===== src/rtl/branch_predictor_2bc.sv =====
// Direct-mapped branch target buffer with per-entry saturating direction counters.
// Lookup is combinational; updates, flush and the mispredict statistic are registered.
module branch_predictor_2bc #(
   parameter int ENTRIES   = 16,
   parameter int TAG_BITS  = 8,
   parameter int CTR_BITS  = 2,
   parameter int STAT_BITS = 16
) (
   input  logic                 clk,
   input  logic                 reset,
   input  logic                 lookup_valid,
   input  logic [31:0]          lookup_pc,
   input  logic                 upd_valid,
   input  logic [31:0]          upd_pc,
   input  logic                 upd_taken,
   input  logic [31:0]          upd_target,
   input  logic                 upd_mispredict,
   input  logic                 flush,
   output logic                 pred_hit,
   output logic                 pred_taken,
   output logic [31:0]          pred_target,
   output logic [STAT_BITS-1:0] mispredict_count
);

   localparam int IDX = $clog2(ENTRIES);
   localparam logic [CTR_BITS-1:0] CTR_MAX  = {CTR_BITS{1'b1}};
   localparam logic [CTR_BITS-1:0] CTR_WEAK = CTR_BITS'(1) << (CTR_BITS - 1);
   localparam logic [STAT_BITS-1:0] STAT_MAX = {STAT_BITS{1'b1}};

   logic [ENTRIES-1:0]                valid_q;
   logic [ENTRIES-1:0][TAG_BITS-1:0]  tag_q;
   logic [ENTRIES-1:0][CTR_BITS-1:0]  ctr_q;
   logic [ENTRIES-1:0][31:0]          tgt_q;
   logic [STAT_BITS-1:0]              stat_q, stat_d;

   logic [IDX-1:0]      lk_idx, up_idx;
   logic [TAG_BITS-1:0] lk_tag, up_tag;
   logic                lk_match, up_hit, up_alloc, up_wr_tgt;
   logic [CTR_BITS-1:0] ctr_d;

   assign lk_idx = lookup_pc[IDX+1:2];
   assign lk_tag = lookup_pc[IDX+TAG_BITS+1:IDX+2];
   assign up_idx = upd_pc[IDX+1:2];
   assign up_tag = upd_pc[IDX+TAG_BITS+1:IDX+2];

   // Outputs are forced low while reset is held, independent of table contents.
   assign lk_match    = lookup_valid & valid_q[lk_idx] & (tag_q[lk_idx] == lk_tag) & ~reset;
   assign pred_hit    = lk_match;
   assign pred_taken  = lk_match & ctr_q[lk_idx][CTR_BITS-1];
   assign pred_target = lk_match ? tgt_q[lk_idx] : 32'd0;

   assign up_hit    = upd_valid & valid_q[up_idx] & (tag_q[up_idx] == up_tag);
   assign up_alloc  = upd_valid & ~up_hit & upd_taken;
   assign up_wr_tgt = ~flush & (up_alloc | (up_hit & upd_taken));

   always_comb begin
      ctr_d = ctr_q[up_idx];
      if (up_alloc)
         ctr_d = CTR_WEAK;
      else if (up_hit && upd_taken && ctr_q[up_idx] != CTR_MAX)
         ctr_d = ctr_q[up_idx] + CTR_BITS'(1);
      else if (up_hit && !upd_taken && ctr_q[up_idx] != '0)
         ctr_d = ctr_q[up_idx] - CTR_BITS'(1);
   end

   always_comb begin
      stat_d = stat_q;
      if (upd_valid && upd_mispredict && stat_q != STAT_MAX)
         stat_d = stat_q + STAT_BITS'(1);
   end

   always_ff @(posedge clk or posedge reset) begin
      if (reset) begin
         valid_q <= '0;
         ctr_q   <= '0;
         stat_q  <= '0;
      end else begin
         stat_q <= stat_d;
         if (flush) begin
            valid_q <= '0;
         end else if (up_hit || up_alloc) begin
            valid_q[up_idx] <= 1'b1;
            ctr_q[up_idx]   <= ctr_d;
         end
      end
   end

   // Tags and targets carry no reset; they are only meaningful behind a valid bit.
   always_ff @(posedge clk) begin
      if (!reset && up_wr_tgt) begin
         tgt_q[up_idx] <= upd_target;
         if (up_alloc)
            tag_q[up_idx] <= up_tag;
      end
   end

   assign mispredict_count = stat_q;

endmodule


===== config.mk =====
export PLATFORM = sky130hd
export DESIGN_NAME = branch_predictor_2bc
export DESIGN_NICKNAME = d
export VERILOG_FILES = /design/src/rtl/branch_predictor_2bc.sv
export SDC_FILE = /design/constraint.sdc
export NUM_CORES = 1
export LEC_CHECK = 0
export CAP_MARGIN = 15
export CORE_UTILIZATION = 50
export DETAILED_ROUTE_END_ITERATION = 8
export HOLD_SLACK_MARGIN = 0.1
export PLACE_DENSITY = 0.68
export SLEW_MARGIN = 40
export SYNTH_ARGS = -nofsm -noshare
export SYNTH_HDL_FRONTEND = slang
export SYNTH_SLANG_ARGS = --single-unit
export TNS_END_PERCENT = 1

===== constraint.sdc =====
create_clock -name clk -period 13.8 [get_ports clk]
set_input_delay 3.45 -clock clk [delete_from_list [all_inputs] [get_ports clk]]
set_output_delay 3.45 -clock clk [all_outputs]
set_load 0.05 [all_outputs]

; ---- Word-level counts from Yosys, hierarchy flattened
; Cells that the tools add are included.
[totals]
regBits = 704
output_inout_bits = 50
elab_cells = 121
[op_classes]
addsub = 3
magnitude_cmp = 3
eq_ne = 4
n_mux = 31
bitwise_logic = 15
n_reduce_logical = 15
[op_table]
columns = operator, n
row1 = 512-bit bitwise mux, 1
row2 = 32-bit binary-select mux with 4-bit select, 1
row3 = 128-bit bitwise mux, 1
row4 = 32-bit demux with 4-bit select, 1
row5 = 32-bit two-way mux, 3
row6 = 8-bit binary-select mux with 4-bit select, 2
row7 = 32-bit bitwise mux, 1
row8 = 8-bit demux with 4-bit select, 1
row9 = 16-bit two-way mux, 2
row10 = 8-bit two-way mux, 3
row11 = "16-bit by 1-bit adder with 16-bit output, second input constant", 1
row12 = 2-bit binary-select mux with 4-bit select, 2
row13 = 8-bit equality test, 2
row14 = "16-bit inequality test, second input constant", 1
row15 = 16-bit bitwise OR, 1
row16 = 2-bit two-way mux, 6
row17 = 1-bit AND, 10
row18 = "4-bit by 5-bit < comparator with 1-bit output, second input constant", 2
row19 = 1-bit binary-select mux with 4-bit select, 2
row20 = 2-bit demux with 4-bit select, 1
row21 = 1-bit logical AND, 8
row22 = 1-bit demux with 4-bit select, 1
row23 = "4-bit by 1-bit greater-or-equal comparator with 1-bit output, second input constant", 1
row24 = 2-bit AND reduction, 2
row25 = 9 further kinds, 15

; ---- Logic depth before layout (Yosys ltp)
; Gate-level depths: netlist of run 1.
[logic_depth]
depth_word = 11
depth_mapped = 13
ltp_nobuf = 8

; ---- Worst setup path before layout of run 1
; No wires, ideal clock.
[synth_timing]
kind = input port to output port
start = in lookup_pc[2]
end = out pred_target[10]
t_arrival_ns = 6.633
required_time_ns = 10.350
setup_slack_ns = 3.717
stages = 9
path_buffers = 4
cell_sequence = buf_2 -> buf_2 -> clkbuf_1 -> mux4_2 -> mux4_2 -> xnor2_1 -> nand4_1 -> clkbuf_1 -> nor2b_1
[synth_via]
elab_chain_cells = 6
[synth_rtl]
columns = element, line_no
row1 = start: declaration, 12  ; input logic [31:0] lookup_pc,
row2 = 8-bit binary-select mux with 4-bit select or 1-bit binary-select mux with 4-bit select (tied branches), 47  ; assign lk_match = lookup_valid & valid_q[lk_idx] & (tag_q[lk_idx] == lk_tag) & ~reset;
row3 = 8-bit two-way mux (not written as such) or 1-bit two-way mux (tied branches), 47
row4 = 8-bit equality test or 1-bit AND (tied branches), 47
row5 = 1-bit AND (2 in series), 47
row6 = 32-bit two-way mux *, 50  ; assign pred_target = lk_match ? tgt_q[lk_idx] : 32'd0;
row7 = end: declaration, 21  ; output logic [31:0] pred_target,
; Every way passes the cells marked *; elsewhere a longest branch is shown, timed or not. The select of a mux whose other input is x is not followed.

; ---- Worst setup path in the final report of run 1
[layout_timing]
start = in lookup_pc[2]
end = out pred_target[2]
; Same word-level chain as after synthesis.

==> metrics.csv, run 1 <==
metric,value,unit
io_pins,153,
slew_at_the_pin_closest_to_its_max_slew_limit,0.860,ns
first_global_vias,15324,
cts.sinks,704,
synth_edf_count,640,
rr_startpoint,tag_q[112],
num_vias,14856,
floorplan.core_area,57900,um2
combinational_power_share,6.9,%
antenna_violating_nets_post_route,0,
power_frac_seq,51.0,%
timing.final.hold_violations,0,
crit_family,buffers and inverters,
run_status,"finished, final reports clean",
finalCriticalPeriod,10.98,ns
grt_antenna_before_repair,4,
grt_setup_unrepaired,false,
h_tree_depth_reported_by_cts,3,
postCtsResizedCells,0,
finalPower,0.00465,W
yosysTopAreaCellShare,65.3,%
crit_arrival,7.53,ns
yosysSeqAreaShare,70.7,%
starting_density,50.8,%
finalNetCount,1667,
layout.core_utilization,58.5,%
synth.cell_area,29400,um2
placed_cells_incl_taps,2252,
yosys.cell_types.count,65,
cts-hold-fix-buffers,0,
io_buffer_count,112,
period_share,79.6,%
slowest_delay,0.84,ns
grt.total_usage,23.2,%
regToRegSetupSlack,10.14,ns
worstHoldPathCells,1,
final-max-slew-violation-count,0,
power.clock.fraction,42.1,%
yosys_warnings,0,
worstSkewPairLatency,0.62,ns
drv_cap,0,
synth_top_area_cell,sky130_fd_sc_hd__edfxtp_1,
ys_async_sr_fraction,9.09,%
fmax,0.0911,GHz
post_route_cells_drive_above_1_share,28.4,%
worst_slack,2.82,ns
switching_share,21.7,%
r2r-end,tag_q[90],
placement.setup.worst_slack,2.66,ns
route.detailed.drc,0,
leading_cell_types_by_count_after_synthesis,"640 x sky130_fd_sc_hd__edfxtp_1, 240 x sky130_fd_sc_hd__mux4_2, 68 x sky130_fd_sc_hd__nor2_1",
grt_pass1_wl,100000,um
die_height,245,um
p_leak,10.9,nW
worst_slew_margin_rel,42.7,%
detail_route.vias_per_cell,6.23,
r2r.worst_path.cells,7,
postSynthRegisterBits,704,
fillerInstances,4265,
power_density,137,nW/um2
detail_route.first_pass.iterations,5,
path_max_fanout,57,
worst-path-buf-inv,4,
min_delay_worst_endpoint,mispredict_count[12],
timing.critical_path.to_type,primary output,
ir_drop,0.107,mV
num_rows,88,
worst_hold_startpoint,mispredict_count[12],
timing.critical_path.required,10.35,ns
post_synth_inst_count,1423,
synthFlopType,sky130_fd_sc_hd__edfxtp_1,
power.switching,0.00101,W
clock-skew-final,0.0261,ns
grt_remaining_overflow,0,
cts_root_buf,sky130_fd_sc_hd__clkbuf_16,
cts_setup_buffers,0,
path_cells,buf_8 > buf_4 > mux4_2 > mux4_2 > xnor2_1 > nand4_1 > buf_4 > nor2b_1 > clkdlybuf4s50_1,
crit_type,in -> out,
wl_per_cell,28.2,um
maximum_count_of_clock_buffers_along_a_single_path,3,
drt_first_iter_violations,1607,
wl,67300,um
synthesis.nets,1529,
library_cell_with_the_highest_instance_count_after_synthesis,sky130_fd_sc_hd__edfxtp_1,
final-instance-count-excl-fill,2385,
post_synth_main_area_contributors,"sky130_fd_sc_hd__edfxtp_1 65%, sky130_fd_sc_hd__mux4_2 18%, sky130_fd_sc_hd__dfrtp_1 5.4%",
tns,0,ns
dieWidth,245,um
numCtsBuffers,72,
layout-area-overhead-vs-synth,15.2,%
type_of_element_launching_the_critical_path,input pin,
setup_viol_count_final,0,
synthesis.area_per_instance,20.7,um2
design.die.area,59800,um2
tritoncts_clock_tree,done,
p_int,0.00364,W
worstHoldPathType,reg -> reg,
library_cell_contributing_the_largest_single_delay_on_the_critical_path,sky130_fd_sc_hd__clkdlybuf4s50_1,
cts.reportedPaths.clkPinSlew,0.06,ns
gp_congestion,0.801,
detailedPlacementHpwl,35800,um
pin_count_of_the_biggest_net_entering_global_routing,67,
## flip-flops by register name (all words and copies together) (netlist names)
signal and count:
mispredict_count 16, valid_q 16, tgt_q 512, tag_q 128
ctr_q 32
## how the worst max path moves through the flow
stage	from	endpoint	slack, ns	cells after the start
floorplan	lookup_pc[2]	pred_target[10]	3.72	9
global placement	lookup_pc[2]	pred_target[22]	2.65	7
detailed placement	lookup_pc[2]	pred_target[2]	2.66	9
CTS	lookup_pc[2]	pred_target[2]	2.67	9
global route	lookup_pc[2]	pred_target[2]	2.53	9
finish	lookup_pc[2]	pred_target[2]	2.82	9
## power groups by stage
| stage | logic (W) | clock network [W] | registers (W) |
|---|---|---|---|
| final | 0.000321 | 0.00196 | 0.00237 |
| after global routing | 0.000342 | 0.00208 | 0.00237 |
| after CTS | 0.000323 | 0.00199 | 0.00237 |
| after detailed placement | 0.000322 | 0 | 0.00242 |
| after global placement | 0.000317 | 0 | 0.00241 |
| after floorplan | 0.000185 | 0 | 0.00244 |
## logic make-up (layout without fill, tap and decap cells)
logic type / count (synthesis) / count (layout) / synth area share (%)
flops: 704 / 704 / 70.7
compound gates: 90 / 90 / 2.52
buf+inv: 90 / 286 / 1.59
other cells: 0 / 1 / 0
xor+xnor: 31 / 31 / 0.923
simple gates: 208 / 208 / 3.57
mux: 297 / 297 / 20.5
fa+ha+maj: 3 / 3 / 0.128
## cell usage in the layout (no fill, tap or decap), types with 5 or more instances in the layout
master	instances
sky130_fd_sc_hd__edfxtp_1	640
sky130_fd_sc_hd__mux4_2	240
sky130_fd_sc_hd__clkdlybuf4s50_1	105
sky130_fd_sc_hd__clkbuf_16	73
sky130_fd_sc_hd__dfrtp_1	64
sky130_fd_sc_hd__nor2_1	42
sky130_fd_sc_hd__nor2b_1	37
sky130_fd_sc_hd__nand2_1	36
sky130_fd_sc_hd__buf_4	31
sky130_fd_sc_hd__mux2i_1	29
sky130_fd_sc_hd__mux2_2	24
sky130_fd_sc_hd__xnor2_1	21
sky130_fd_sc_hd__clkinv_1	19
sky130_fd_sc_hd__o21ai_0	18
sky130_fd_sc_hd__nand4_1	16
sky130_fd_sc_hd__nor2_4	16
sky130_fd_sc_hd__clkbuf_1	12
sky130_fd_sc_hd__nor3_1	11
sky130_fd_sc_hd__clkinv_2	11
sky130_fd_sc_hd__xor2_1	10
sky130_fd_sc_hd__nor2_2	10
sky130_fd_sc_hd__a22oi_1	9
sky130_fd_sc_hd__a31oi_1	9
sky130_fd_sc_hd__bufinv_16	9
sky130_fd_sc_hd__nand3_1	8
sky130_fd_sc_hd__or3_1	8
sky130_fd_sc_hd__o21ba_2	8
sky130_fd_sc_hd__o41ai_2	7
sky130_fd_sc_hd__buf_6	7
sky130_fd_sc_hd__inv_1	6
sky130_fd_sc_hd__o41ai_1	6
sky130_fd_sc_hd__o22ai_1	5
## area by class of cell
type	count	area (um2)	area share (%)
flip-flops and latches	704	20800	61.4
multi-input cells	629	8320	24.5
clock buffers	85	1870	5.52
repair buffers	147	1390	4.11
well taps	765	957	2.82
clock inverters	47	502	1.48
inverters	7	26.3	0.0775
diodes	1	2.50	0.00738
## routing by layer
| layer | vias up | track usage (%) | part of all wire (%) |
|---|---|---|---|
| met2 | 580 | 36.8 | 49 |
| met5 | - | 0 | 0.051 |
| met4 | 6 | 7.13 | 2.2 |
| li1 | 6257 | - | - |
| met1 | 7912 | 32.6 | 41 |
| met3 | 101 | 4.78 | 7.6 |
## metrics by stage
step                hold WS, ns  area [um2]
floorplan                 0.462       29400
CTS                       0.495       33900
finish                    0.496       33900
global placement          0.477       31400
global route              0.521       33900
detailed placement        0.483       31500
(Power assumes the default switching activity.)
==> run 2: changes to the inputs <==
- PLACE_DENSITY: 0.68 -> 0.71
- clock period: 13.8 -> 8.8 ns (I/O delays scaled with it)
==> metrics.csv, run 2 (same netlist as run 1, synthesis figures left out) <==
metric,value,unit
run_status,"finished, final reports clean",
io_buffer_count,112,
timing.critical_path.to_type,primary output,
most-common-layout-cells,"640 x sky130_fd_sc_hd__edfxtp_1, 240 x sky130_fd_sc_hd__mux4_2, 73 x sky130_fd_sc_hd__clkbuf_16",
antenna_violating_nets_post_route,0,
timing.final.hold_violations,0,
layout.core_utilization,59.1,%
fillerInstances,4153,
final_common_cell,sky130_fd_sc_hd__edfxtp_1,
tns,0,ns
hold_slack_final,0.504,ns
largest_registers,"tgt_q: 512 flops, tag_q: 128 flops, ctr_q: 32 flops",
final-max-slew-violation-count,0,
worst_hold_startpoint,mispredict_count[15],
setup_viol_count_final,0,
postCtsResizedCells,0,
finalNetCount,1673,
rr_startpoint,valid_q[9],
design.die.area,59800,um2
numCtsBuffers,73,
cts_root_buf,sky130_fd_sc_hd__clkbuf_16,
route.detailed.drc,0,
finalCriticalPeriod,7.81,ns
maximum_count_of_clock_buffers_along_a_single_path,3,
layout-area-overhead-vs-synth,16.2,%
num_vias,14884,
largest_register_ff_count,512,
tritoncts_clock_tree,done,
pin_count_of_the_biggest_net_entering_global_routing,107,
worstHoldPathType,reg -> reg,
regToRegSetupSlack,5.09,ns
io_pins,153,
cts_setup_buffers,0,
wl,67400,um
starting_density,50.8,%
layout.cell_area.non_filler,34200,um2
cts-hold-fix-buffers,0,
timing.critical_path.required,6.60,ns
die_height,245,um
detail_route.first_pass.iterations,6,
grt.total_usage,23.1,%
worst_slew_margin_rel,45.2,%
floorplan.core_area,57900,um2
type_of_element_launching_the_critical_path,input pin,
min_delay_worst_endpoint,mispredict_count[15],
crit_type,in -> out,
grt_antenna_before_repair,4,
detail_route.vias_per_cell,6.23,
grt_setup_unrepaired,false,
wl_per_cell,28.2,um
registers.top_by_ff_count,tgt_q,
num_rows,88,
postPlaceCellArea,31800,um2
grt_pass1_wl,100000,um
cts.reportedPaths.clkPinSlew,0.06,ns
detailedPlacementHpwl,37600,um
h_tree_depth_reported_by_cts,3,
gp_congestion,0.823,
grt_remaining_overflow,0,
ir_drop,0.178,mV
period_share,88.7,%
clock-skew-final,0.0304,ns
fmax,0.128,GHz
placed_cells_incl_taps,2257,
final-instance-count-excl-fill,2388,
cts.sinks,704,
power_density,214,nW/um2
p_leak,11.1,nW
crit_arrival,5.61,ns
worstSkewPairLatency,0.63,ns
r2r-end,tag_q[55],
worstHoldPathCells,1,
dieWidth,245,um
path_max_fanout,50,
first_global_vias,15489,
post_route_cells_drive_above_1_share,31.2,%
r2r.worst_path.cells,9,
slew_at_the_pin_closest_to_its_max_slew_limit,0.821,ns
drv_cap,0,
drt_first_iter_violations,1675,
## run 2: area by class of cell
class	instances	area [um2]	share of cell area (%)
diodes	1	2.50	0.00732
well taps	765	957	2.80
repair buffers	152	1660	4.86
flip-flops and latches	704	20800	60.9
multi-input cells	629	8330	24.4
clock buffers	84	1870	5.46
inverters	7	26.3	0.0768
clock inverters	46	536	1.57
## run 2: stage by stage
stage | setup WS (ns) | total power, W
5_1_grt | 0.825 | 0.00753
6_report | 0.993 | 0.00731
4_1_cts | 0.886 | 0.00736
3_5_place_dp | 0.902 | 0.00430
2_1_floorplan | 1.22 | 0.00411
3_3_place_gp | 0.915 | 0.00428
## run 2: worst max-delay path by stage
| stage | startpoint | to | slack (ns) | cells past startpoint |
|---|---|---|---|---|
| after CTS | lookup_pc[2] | pred_target[3] | 0.89 | 10 |
| after global placement | lookup_pc[2] | pred_target[3] | 0.91 | 10 |
| final | lookup_pc[2] | pred_target[3] | 0.99 | 10 |
| after floorplan | lookup_pc[2] | pred_target[10] | 1.22 | 9 |
| after detailed placement | lookup_pc[2] | pred_target[3] | 0.90 | 10 |
| after global routing | lookup_pc[2] | pred_target[3] | 0.82 | 10 |
## run 2: critical path, stage by stage
cell and delay (ns):
sky130_fd_sc_hd__buf_8 0.46, sky130_fd_sc_hd__mux4_2 0.59, sky130_fd_sc_hd__mux4_2 0.55, sky130_fd_sc_hd__xnor2_1 0.18
sky130_fd_sc_hd__nand4_1 0.20, sky130_fd_sc_hd__nor2_1 0.19, sky130_fd_sc_hd__nand4_1 0.22, sky130_fd_sc_hd__buf_4 0.36
sky130_fd_sc_hd__nor2b_1 0.40, sky130_fd_sc_hd__buf_12 0.19
## run 2: power breakdown
| part | internal, W | switching [W] | total, W |
|---|---|---|---|
| clock network | 0.00178 | 0.00130 | 0.00309 |
| logic | 0.000223 | 0.000284 | 0.000507 |
| registers | 0.00369 | 0.0000318 | 0.00372 |
## run 2: routing by layer
metal | track usage, % | wire length [um]
met2 | 36.8 | 33100
met5 | 0 | 46
met3 | 4.54 | 5040
met1 | 32.2 | 27500
met4 | 7.72 | 1640
==> run 3: changes to the inputs <==
- CORE_ASPECT_RATIO: default -> 0.6
- CORE_UTILIZATION: 50 -> 35
- PLACE_DENSITY: 0.71 -> default
==> metrics.csv, run 3 (same netlist as run 1, synthesis figures left out) <==
metric,value,unit
grt_setup_unrepaired,false,
route.detailed.drc,0,
p_int,0.00550,W
clock-skew-final,0.0308,ns
multi_input_comb_area,8330,um2
worst_setup_path_endpoint,pred_target[0],
regToRegSetupSlack,5.03,ns
r2r-end,tag_q[54],
first_global_vias,15092,
finalPower,0.00712,W
p_leak,11.0,nW
h_tree_depth_reported_by_cts,3,
tritoncts_clock_tree,done,
placed_cells_incl_taps,2609,
switching_share,22.8,%
crit_type,in -> out,
drt_first_iter_violations,1524,
antenna_violating_nets_post_route,0,
final-max-slew-violation-count,0,
slew_at_the_pin_closest_to_its_max_slew_limit,0.858,ns
largest_register_ff_count,512,
starting_density,35.7,%
gp_congestion,0.797,
hold_slack_final,0.502,ns
worstSkewPairLatency,0.63,ns
layout-area-overhead-vs-synth,17.4,%
period_share,87.9,%
detailedPlacementHpwl,40100,um
type_of_element_launching_the_critical_path,input pin,
power_density,206,nW/um2
worstHoldPathType,reg -> reg,
largest_registers,"tgt_q: 512 flops, tag_q: 128 flops, ctr_q: 32 flops",
io_buffer_count,112,
die_height,227,um
cts_root_buf,sky130_fd_sc_hd__clkbuf_16,
grt.total_usage,16.7,%
detail_route.vias_per_cell,5.46,
ir_drop,0.109,mV
power.switching,0.00162,W
rr_startpoint,tag_q[96],
design.die.area,85300,um2
cts_setup_buffers,0,
final-instance-count-excl-fill,2735,
timing.critical_path.required,6.60,ns
grt_remaining_overflow,0,
registers.top_by_ff_count,tgt_q,
wl,70700,um
setup_viol_count_final,0,
postCtsResizedCells,0,
fmax,0.129,GHz
io_pins,153,
finalCriticalPeriod,7.74,ns
wl_per_cell,25.9,um
num_vias,14924,
finalNetCount,1667,
pin_count_of_the_biggest_net_entering_global_routing,68,
numCtsBuffers,69,
post_route_cells_drive_above_1_share,30.7,%
floorplan.core_area,82400,um2
power.clock.fraction,40.7,%
maximum_count_of_clock_buffers_along_a_single_path,3,
fillerInstances,7126,
combinational_power_share,7.1,%
final_common_cell,sky130_fd_sc_hd__edfxtp_1,
register_area,20800,um2
grt_pass1_wl,104000,um
worst_setup_path_startpoint,lookup_pc[2],
timing.critical_path.to_type,primary output,
grt_antenna_before_repair,3,
timing.final.hold_violations,0,
power_frac_seq,52.2,%
cts.sinks,704,
worst_slew_margin_rel,42.6,%
run_status,"finished, final reports clean",
cts-hold-fix-buffers,0,
cts.reportedPaths.clkPinSlew,0.06,ns
crit_arrival,5.54,ns
detail_route.first_pass.iterations,5,
path_max_fanout,41,
num_rows,81,
most-common-layout-cells,"640 x sky130_fd_sc_hd__edfxtp_1, 240 x sky130_fd_sc_hd__mux4_2, 70 x sky130_fd_sc_hd__clkdlybuf4s50_1",
drv_cap,0,
tns,0,ns
dieWidth,376,um
r2r.worst_path.cells,8,
==> run 3: changes by cell type in the layout (fill, tap and decap cells not counted), sizes merged <==
| cell | delta |
|---|---|
| clkinvlp | -4 |
| inv | -1 |
| buf | -1 |
| clkdlybuf4s50 | -2 |
| bufinv | -4 |
| clkinv | +4 |
==> run 3: power by group through the flow <==
stage / Sequential, W / Combinational [W] / Clock [W]
global placement: 0.00378 / 0.000497 / 0
global route: 0.00372 / 0.000541 / 0.00309
floorplan: 0.00382 / 0.000291 / 0
CTS: 0.00372 / 0.000511 / 0.00298
finish: 0.00372 / 0.000507 / 0.00290
detailed placement: 0.00379 / 0.000509 / 0
==> run 3: routing by layer <==
metal | up-vias | track usage [%] | routed length, um | share of wire [%]
li1 | 6237 | - | - | -
met1 | 8028 | 25.3 | 32600 | 46
met2 | 545 | 24.9 | 32000 | 45
met3 | 110 | 3.31 | 4800 | 6.8
met4 | 4 | 3.95 | 1280 | 1.8
met5 | - | 0 | 26 | 0.037
==> run 3: worst max-delay path, cell delays in order <==
cell	delay [ns]
sky130_fd_sc_hd__buf_8	0.38
sky130_fd_sc_hd__buf_4	0.65
sky130_fd_sc_hd__buf_4	0.73
sky130_fd_sc_hd__mux4_2	0.59
sky130_fd_sc_hd__mux4_2	0.52
sky130_fd_sc_hd__nor2b_1	0.19
sky130_fd_sc_hd__buf_12	0.17
==> run 3: final cells by class <==
| type | count | share of cell area [%] |
|---|---|---|
| multi-input combinational | 629 | 24.1 |
| clock inverter | 41 | 1.17 |
| timing repair buffer | 150 | 5.09 |
| clock buffer | 83 | 5.18 |
| antenna | 1 | 0.00725 |
| tap | 1120 | 4.06 |
| sequential | 704 | 60.3 |
| inverter | 7 | 0.0761 |
==> run 3: how the worst min path moves through the flow <==
stage	from	to	slack, ns	depth (start not counted)
2_1_floorplan	ctr_q[12]	ctr_q[12]	0.46	2
5_1_grt	ctr_q[12]	ctr_q[12]	0.53	2
3_3_place_gp	mispredict_count[12]	mispredict_count[12]	0.47	1
6_report	mispredict_count[9]	mispredict_count[9]	0.50	1
3_5_place_dp	ctr_q[4]	ctr_q[4]	0.49	2
4_1_cts	mispredict_count[9]	mispredict_count[9]	0.50	1
==> run 3: per-stage QoR <==
step                utilization [%]  area (um2)  setup slack [ns]
floorplan                         -       29400              1.22
global placement               39.2       32300             0.981
detailed placement             39.2       32300             0.958
CTS                            41.9       34500             0.944
global route                   41.9       34500             0.774
finish                         41.9       34500              1.06
